$ cat src/rtl/ksa_fsm_if.sv
// S-array RAM port: the KSA engine is the master, the RAM (or a model of it) is the slave.
interface ksa_fsm_if #(
  parameter int ADDR_W = 8
);
  logic [ADDR_W-1:0] addr;
  logic [7:0]        wdata;
  logic              wren;
  logic [7:0]        rdata;

  modport master (output addr, wdata, wren, input rdata);
  modport slave  (input addr, wdata, wren, output rdata);
endinterface

$ cat src/rtl/ksa_fsm.sv
// RC4 key-scheduling engine: fills the S-array with the identity permutation,
// then runs the 256-iteration swap loop over a 1-cycle-latency synchronous RAM.
module ksa_fsm #(
  parameter int KEY_BYTES = 3,
  parameter int ADDR_W    = 8
) (
  input  logic                   clk,
  input  logic                   rst,
  input  logic                   start,
  input  logic [KEY_BYTES*8-1:0] secret_key,
  ksa_fsm_if.master              mem,
  output logic                   busy,
  output logic                   done
);
  localparam int KIDX_W = (KEY_BYTES > 1) ? $clog2(KEY_BYTES) : 1;
  localparam logic [ADDR_W-1:0] LAST   = {ADDR_W{1'b1}};
  localparam logic [KIDX_W-1:0] KLAST  = KIDX_W'(KEY_BYTES - 1);

  typedef enum logic [3:0] {
    IDLE, INIT, READ_SI, WAIT_SI, READ_SJ, WAIT_SJ, WRITE_SI, WRITE_SJ, DONE
  } state_t;

  state_t            state_q, state_d;
  logic [ADDR_W-1:0] i_q, i_d, j_q, j_d;
  logic [KIDX_W-1:0] kidx_q, kidx_d;
  logic [7:0]        si_q, si_d, sj_q, sj_d;

  logic [ADDR_W-1:0] addr_o;
  logic [7:0]        wdata_o;
  logic              wren_o;

  // key[0] is the most-significant byte of secret_key
  logic [7:0] key_b [KEY_BYTES];
  for (genvar n = 0; n < KEY_BYTES; n++) begin : g_key
    assign key_b[n] = secret_key[(KEY_BYTES-n)*8-1 -: 8];
  end

  always_ff @(posedge clk or posedge rst) begin
    if (rst) begin
      state_q <= IDLE;
      i_q     <= '0;
      j_q     <= '0;
      kidx_q  <= '0;
      si_q    <= '0;
      sj_q    <= '0;
    end else begin
      state_q <= state_d;
      i_q     <= i_d;
      j_q     <= j_d;
      kidx_q  <= kidx_d;
      si_q    <= si_d;
      sj_q    <= sj_d;
    end
  end

  always_comb begin
    state_d = state_q;
    i_d     = i_q;
    j_d     = j_q;
    kidx_d  = kidx_q;
    si_d    = si_q;
    sj_d    = sj_q;
    addr_o  = '0;
    wdata_o = '0;
    wren_o  = 1'b0;
    unique case (state_q)
      IDLE, DONE: begin
        if (start) begin
          state_d = INIT;
          i_d     = '0;
        end
      end
      INIT: begin
        addr_o  = i_q;
        wdata_o = 8'(i_q);
        wren_o  = 1'b1;
        if (i_q == LAST) begin
          i_d     = '0;
          j_d     = '0;
          kidx_d  = '0;
          state_d = READ_SI;
        end else begin
          i_d = i_q + 1'b1;
        end
      end
      READ_SI: begin
        addr_o  = i_q;
        state_d = WAIT_SI;
      end
      WAIT_SI: begin
        // rdata now holds S[i]; the new j is what READ_SJ presents next cycle
        addr_o  = i_q;
        si_d    = mem.rdata;
        j_d     = j_q + ADDR_W'(mem.rdata) + ADDR_W'(key_b[kidx_q]);
        state_d = READ_SJ;
      end
      READ_SJ: begin
        addr_o  = j_q;
        state_d = WAIT_SJ;
      end
      WAIT_SJ: begin
        addr_o  = j_q;
        sj_d    = mem.rdata;
        state_d = WRITE_SI;
      end
      WRITE_SI: begin
        addr_o  = i_q;
        wdata_o = sj_q;
        wren_o  = 1'b1;
        state_d = WRITE_SJ;
      end
      WRITE_SJ: begin
        addr_o  = j_q;
        wdata_o = si_q;
        wren_o  = 1'b1;
        if (i_q == LAST) begin
          state_d = DONE;
        end else begin
          i_d     = i_q + 1'b1;
          kidx_d  = (kidx_q == KLAST) ? '0 : kidx_q + 1'b1;
          state_d = READ_SI;
        end
      end
      default: state_d = IDLE;
    endcase
  end

  assign mem.addr  = addr_o;
  assign mem.wdata = wdata_o;
  assign mem.wren  = wren_o;
  assign busy      = (state_q != IDLE) && (state_q != DONE);
  assign done      = (state_q == DONE);
endmodule

$ cat src/flat_wrapper.sv
// flat-port wrapper written by rule: the top's interface ports become plain ports
module ksa_fsm_flat 
#(
  parameter int KEY_BYTES = 3,
  parameter int ADDR_W    = 8
)
  (clk, rst, start, secret_key, busy, done, mem_addr, mem_wdata, mem_wren, mem_rdata);
  ksa_fsm_if #(.ADDR_W(ADDR_W)) mem_i ();
  input  logic clk;
  input  logic rst;
  input  logic start;
  input  logic [KEY_BYTES*8-1:0] secret_key;
  output logic busy;
  output logic done;
  output wire logic [$bits(mem_i.addr)-1:0] mem_addr;
  output wire logic [$bits(mem_i.wdata)-1:0] mem_wdata;
  output wire logic [$bits(mem_i.wren)-1:0] mem_wren;
  input wire logic [$bits(mem_i.rdata)-1:0] mem_rdata;
  assign mem_addr = mem_i.addr;
  assign mem_wdata = mem_i.wdata;
  assign mem_wren = mem_i.wren;
  assign mem_i.rdata = mem_rdata;
  ksa_fsm #(.KEY_BYTES(KEY_BYTES), .ADDR_W(ADDR_W)) u_core (.clk(clk), .rst(rst), .start(start), .secret_key(secret_key), .mem(mem_i), .busy(busy), .done(done));
endmodule
$ cat config.mk
export PLATFORM = sky130hd
export DESIGN_NAME = ksa_fsm_flat
export DESIGN_NICKNAME = d
export VERILOG_FILES = /design/src/rtl/ksa_fsm_if.sv /design/src/rtl/ksa_fsm.sv /design/src/flat_wrapper.sv
export SDC_FILE = /design/constraint.sdc
export NUM_CORES = 1
export LEC_CHECK = 0
export ABC_AREA = 1
export CAP_MARGIN = 20
export CORE_MARGIN = 2
export CORE_UTILIZATION = 30
export CTS_BUF_LIST = sky130_fd_sc_hd__clkbuf_8
export CTS_CLUSTER_SIZE = 10
export DETAILED_ROUTE_END_ITERATION = 6
export GPL_TIMING_DRIVEN = 0
export PLACE_DENSITY_LB_ADDON = 0.12
export SLEW_MARGIN = 40
export SYNTH_ARGS = -nofsm -noshare
export SYNTH_HDL_FRONTEND = slang
export SYNTH_SLANG_ARGS = --single-unit
$ cat constraint.sdc
create_clock -name clk -period 3.25 [get_ports clk]
set_input_delay 0.65 -clock clk [delete_from_list [all_inputs] [get_ports clk]]
set_output_delay 0.65 -clock clk [all_outputs]
set_load 0.01 [all_outputs]
# Word-level counts from Yosys, hierarchy flattened
# Cells that the tools add are included.
[classes] n_addsub=4 magnitude_cmp=1 n_eq_ne=14 mux=20 n_bitwise=1 n_reduce_logical=14
[op_table] operator="$mux 8" n=6
[op_table] operator="$pmux 8 s3" n=2
[op_table] operator="$pmux 4 s8" n=1
[op_table] operator="$pmux 8 s2" n=2
[op_table] operator="$add 8x8->8" n=2
[op_table] operator="$bmux 8 s2" n=1
[op_table] operator="$eq 4x3->1 const B" n=4
[op_table] operator="$mux 4" n=3
[op_table] operator="$add 8x1->8 const B" n=1
[op_table] operator="$eq 4x2->1 const B" n=2
[op_table] operator="$eq 8x8->1 const B" n=1
[op_table] operator="$mux 2" n=3
[op_table] operator="$reduce_and 3->1" n=2
[op_table] operator="$reduce_or 3->1" n=2
[op_table] operator="$eq 4x1->1 const B" n=1
[op_table] operator="$eq 4x4->1 const B" n=1
[op_table] operator="$logic_not 4->1" n=1
[op_table] operator="$ne 2x2->1 const B" n=2
[op_table] operator="$ne 4x4->1 const B" n=1
[op_table] operator="$pmux 2 s2" n=1
[op_table] operator="$reduce_and 2->1" n=2
[op_table] operator="$reduce_bool 2->1" n=2
[op_table] operator="$reduce_bool 4->1" n=1
[op_table] operator="$reduce_or 4->1" n=1
[op_table] operator="9 further kinds" n=9
[word_totals] regBits=38 input_bits=35 elab_cells=60

# Longest topological paths before layout
[depth] depth_word=6 ltp_mapped=15 depth_no_buf=15

# Worst setup path after synthesis
# OpenSTA, ideal clock, no wires.
[synth_path] path_type="in2reg" from="input secret_key[17]" to="register u_core.j_q[7]" setup_ns=0.117 t_arrival_ns=2.247 required_time_ns=3.133 path_slack_ns=0.886 cell_stages=12 cell_sequence="nand2_1 -> nand3_1 -> fa_1 -> ha_1 -> inv_1 -> fa_1 -> inv_1 -> nand3_1 -> nand3_1 -> nand3_1 -> nand3_1 -> nand2_1"
[synth_between] elab_chain_cells=5
[synth_lines] element="start: declaration" line="flat_wrapper.sv:12" rtl="input logic [KEY_BYTES*8-1:0] secret_key;"
[synth_lines] element="$bmux 8 s2" line="ksa_fsm.sv:94" rtl="j_d = j_q + ADDR_W'(mem.rdata) + ADDR_W'(key_b[kidx_q]);"
[synth_lines] element="$mux 8 (not written as such) (2 in series)" line="ksa_fsm.sv:94"
[synth_lines] element="$add 8x8->8" line="ksa_fsm.sv:94"
[synth_lines] element="$pmux 8 s2" line="ksa_fsm.sv:66" rtl="unique case (state_q)"
[synth_lines] element="end signal: assignment" line="ksa_fsm.sv:49" rtl="j_q <= j_d;"
[synth_lines] element="end: declaration" line="ksa_fsm.sv:24" rtl="logic [ADDR_W-1:0] i_q, i_d, j_q, j_d;"
# Every way passes these cells. The select of a mux whose other input is x is not followed.
# A chain may end at the register's enable or synchronous reset.

# Final worst setup path
[layout_path] from="register u_core.state_q[3]" to="output mem_addr[4]"
[layout_between] elab_chain_cells=3 word_cells_on_any_way=10 cone_classes="eq/ne: 7; mux: 1; reduce/logical: 2"
[layout_lines] element="start: declaration" line="ksa_fsm.sv:23" rtl="state_t state_q, state_d;"
[layout_lines] element="start signal: assignment" line="ksa_fsm.sv:47" rtl="state_q <= state_d;"
[layout_lines] element="$eq 4x2->1 (tied with other cells)" line="ksa_fsm.sv:66"
[layout_lines] element="$reduce_or 4->1 (no source line) or $reduce_or 3->1 (tied branches)"
[layout_lines] element="$pmux 8 s2 *" line="ksa_fsm.sv:66"
[layout_lines] element="end: declaration" line="flat_wrapper.sv:15" rtl="output wire logic [$bits(mem_i.addr)-1:0] mem_addr;"
# Mark *: on every way between the ends. The rest lies on a longest branch, timed or not.

==> results.cfg <==
[logic_synthesis]
netlist_top_cells_area = sky130_fd_sc_hd__dfrtp_1 (36%), sky130_fd_sc_hd__nand2_1 (17%), sky130_fd_sc_hd__inv_1 (6.5%)
asyncSetResetFlopFracSynth_pct = 100
yosys.area.top_type_share_pct = 35.8
syn_area_sq_um = 2660
ys_warn_count = 0
seq_area_frac_synth_pct = 35.8
syn-instance-count = 354
synth_nets = 404
yosys-top-cells-count = sky130_fd_sc_hd__nand2_1 (120), sky130_fd_sc_hd__inv_1 (46), sky130_fd_sc_hd__dfrtp_1 (38), sky130_fd_sc_hd__nand3_1 (27), sky130_fd_sc_hd__o21ai_0 (21)
postSynthRegisterBits = 38
synth_largest_area_cell = sky130_fd_sc_hd__dfrtp_1
synth_enable_flop_cells = 0
synthesis.area_per_instance_sq_um = 7.51
synth_flop_cell = sky130_fd_sc_hd__dfrtp_1
yosys.cell_count.top_type = sky130_fd_sc_hd__nand2_1
synth_cell_types = 30

[placed_design]
gp_routability_congestion = 0.845
place_hpwl_um = 5850
io_buffers = 53

[pwr]
clock_power_share_pct = 9.6
ir_worst_vdd_uv = 335
sequentialPowerShare_pct = 25.1
power.net_switching_mw = 1.58
p_int_mw = 1.70
p_leak_nw = 1.63
switching_share_pct = 48.2
pwr-share-comb_pct = 65.3
power_density_nw_per_um2 = 962

[setup_path]
worstPathArrival_ns = 2.28
timing.rr.end = u_core.j_q[5]
r2r_setup_slack_ns = 0.43
maximum_fanout_along_the_worst_path = 10
timing.rr.start = u_core.kidx_q[0]
type_of_the_worst_setup_path = flop to output port
worst_setup_startpoint = u_core.state_q[3]
cp_data_required_time_ns = 2.60
cp-start-kind = flop
critPathCaptureType = output port
timing.reg2reg.worst_path_depth = 12

[clock_tree]
h_tree_levels = 2
cts_num_sinks = 38
postCtsHoldBufs = 0
post_cts.repair.setup_buffers = 0
insertion_delay_ns = 0.29
cts-root-buf = sky130_fd_sc_hd__clkbuf_8
cts.reportedPaths.clkPinSlew_ns = 0.08
clk_path_buf_depth = 2
tritoncts = done
ctsResizeCount = 0
tritoncts.num_buffers = 5

[timing]
final.setup.tns_ns = 0
max-slew-margin-rel_pct = 53.8
setup_viol = 0
maxSlewViolCount = 0
final.setup_skew_ns = 0.0125
report.final.hold_viol_count = 0
rsz0062_at_grt = no
worst_pin_slew_ns = 0.691
finalCritPeriodShare_pct = 90.1
max_freq_ghz = 0.341
final_period_minus_worst_setup_slack_ns = 2.93

[drt]
avgRoutedWirePerCell_um = 14.4
detailedRoute.firstPassIterationCount = 4
dr_total_vias = 2525
first_iter_violations = 138
routed_wirelength_um = 7520
final_antenna_net_count = 0
detail_route.drc_violations = 0
routed_via_density = 4.84

[floorplanning]
area_inside_the_core_boundary_sq_um = 8640
chipWidth_um = 98.1
dieArea_sq_um = 9630
fp-row-count = 34
initial_utilization_pct = 30.8
die_h_um = 98.1
pin_count = 54

[layout]
syn_to_layout_area_delta_pct = 28.0
layout.nets = 464
drive_gt1_share_pct = 9.42
post_route_core_utilization_pct = 39.4
num_antenna_cells = 0

[global_route]
globalRoute.totalOverflow = 0
grt_pass1_vias = 2439
grt_first_pass_wirelength_um = 12500
groute.usage.overall_pct = 16.3
grt_max_degree = 39
antenna_found_initial = 0

[flow_run]
cap_violations = 0

[worst_hold_path]
worst_hold_startpoint = u_core.si_q[1]
hold_path_class = flop to flop
timing.hold.worst_endpoint = u_core.si_q[1]
worstHoldPathCells = 2

[status]
outcome = finished, final reports clean
how the worst max path moves through the flow:
stage | to | slack [ns] | cells past startpoint
finish | mem_addr[4] | 0.32 | 6
floorplan | u_core.j_q[7] | 0.89 | 12
global route | u_core.j_q[5] | 0.14 | 12
detailed placement | u_core.j_q[7] | 0.26 | 13
CTS | mem_addr[5] | 0.33 | 6
global placement | u_core.j_q[7] | 0.28 | 13
flip-flops by register name, indices dropped and copies added, names as in the netlist:
name / count
u_core.i_q: 8
u_core.j_q: 8
u_core.kidx_q: 2
u_core.si_q: 8
u_core.sj_q: 8
u_core.state_q: 4
placed cells by master (no fill, tap or decap), types with 4 or more instances in the layout:
cell,count
sky130_fd_sc_hd__a21oi_1,7
sky130_fd_sc_hd__clkbuf_8,5
sky130_fd_sc_hd__clkdlybuf4s50_1,53
sky130_fd_sc_hd__dfrtp_1,38
sky130_fd_sc_hd__fa_1,8
sky130_fd_sc_hd__ha_1,7
sky130_fd_sc_hd__inv_1,47
sky130_fd_sc_hd__inv_2,5
sky130_fd_sc_hd__mux2_2,6
sky130_fd_sc_hd__nand2_1,120
sky130_fd_sc_hd__nand2_2,6
sky130_fd_sc_hd__nand3_1,27
sky130_fd_sc_hd__nand4_1,5
sky130_fd_sc_hd__nor2_1,11
sky130_fd_sc_hd__nor2_4,4
sky130_fd_sc_hd__o21ai_0,21
sky130_fd_sc_hd__o21ai_1,6
sky130_fd_sc_hd__o221ai_1,6
sky130_fd_sc_hd__o22ai_1,8
through the flow:
step                      cell area (sq um)  std cells  hold WS (ns)  power, mW  worst slack (ns)
after floorplan                        2660        354         0.453       2.29             0.886
after global placement                 3320        515         0.469       2.96             0.284
after detailed placement               3330        515         0.475       2.99             0.263
after CTS                              3400        522         0.494       3.32             0.328
after global routing                   3400        522         0.514       3.62             0.136
final                                  3400        522         0.491       3.27             0.321
power groups by stage:
stage	Combinational, mW	Clock [mW]	Sequential (mW)
3_5_place_dp	2.16	0	0.830
2_1_floorplan	1.50	0	0.789
4_1_cts	2.17	0.322	0.821
3_3_place_gp	2.14	0	0.825
6_report	2.14	0.313	0.822
5_1_grt	2.43	0.339	0.853
cell type report:
type                       instances  area (sq um)
sequential                        38           951
buffer                             3          27.5
inverter                          51           194
timing repair buffer              53           531
multi-input combinational        262          1490
clock inverter                     2          7.51
fill                             930          5230
clock buffer                       5          68.8
tap                              108           135
kinds of logic (layout without fill, tap and decap cells):
| kind of cell | Yosys count | in the layout | share of synthesized area (%) |
|---|---|---|---|
| AND/OR/NAND/NOR | 183 | 183 | 30.8 |
| AO/OA/AOI/OAI | 55 | 55 | 12.3 |
| buffers and inverters | 54 | 114 | 8.24 |
| flip-flops | 38 | 38 | 35.8 |
| adder cells (fa/ha/maj) | 15 | 15 | 9.32 |
| multiplexers | 6 | 6 | 2.54 |
| XOR/XNOR | 3 | 3 | 0.989 |
metal layers:
| layer | part of all wire [%] | global-route usage, % |
|---|---|---|
| met2 | 47 | 27.2 |
| met5 | 0 | 0 |
| met1 | 49 | 22.4 |
| met3 | 2.9 | 2.36 |
| met4 | 0.93 | 4.06 |
critical path, cell delays in order, from the launching register on:
cell and delay (ns):
sky130_fd_sc_hd__dfrtp_1 0.47, sky130_fd_sc_hd__nor2_4 0.21, sky130_fd_sc_hd__inv_1 0.10, sky130_fd_sc_hd__nor2_4 0.25
sky130_fd_sc_hd__a21oi_2 0.15, sky130_fd_sc_hd__o21ai_1 0.23, sky130_fd_sc_hd__clkdlybuf4s50_1 0.57
(Power assumes the default switching activity.)
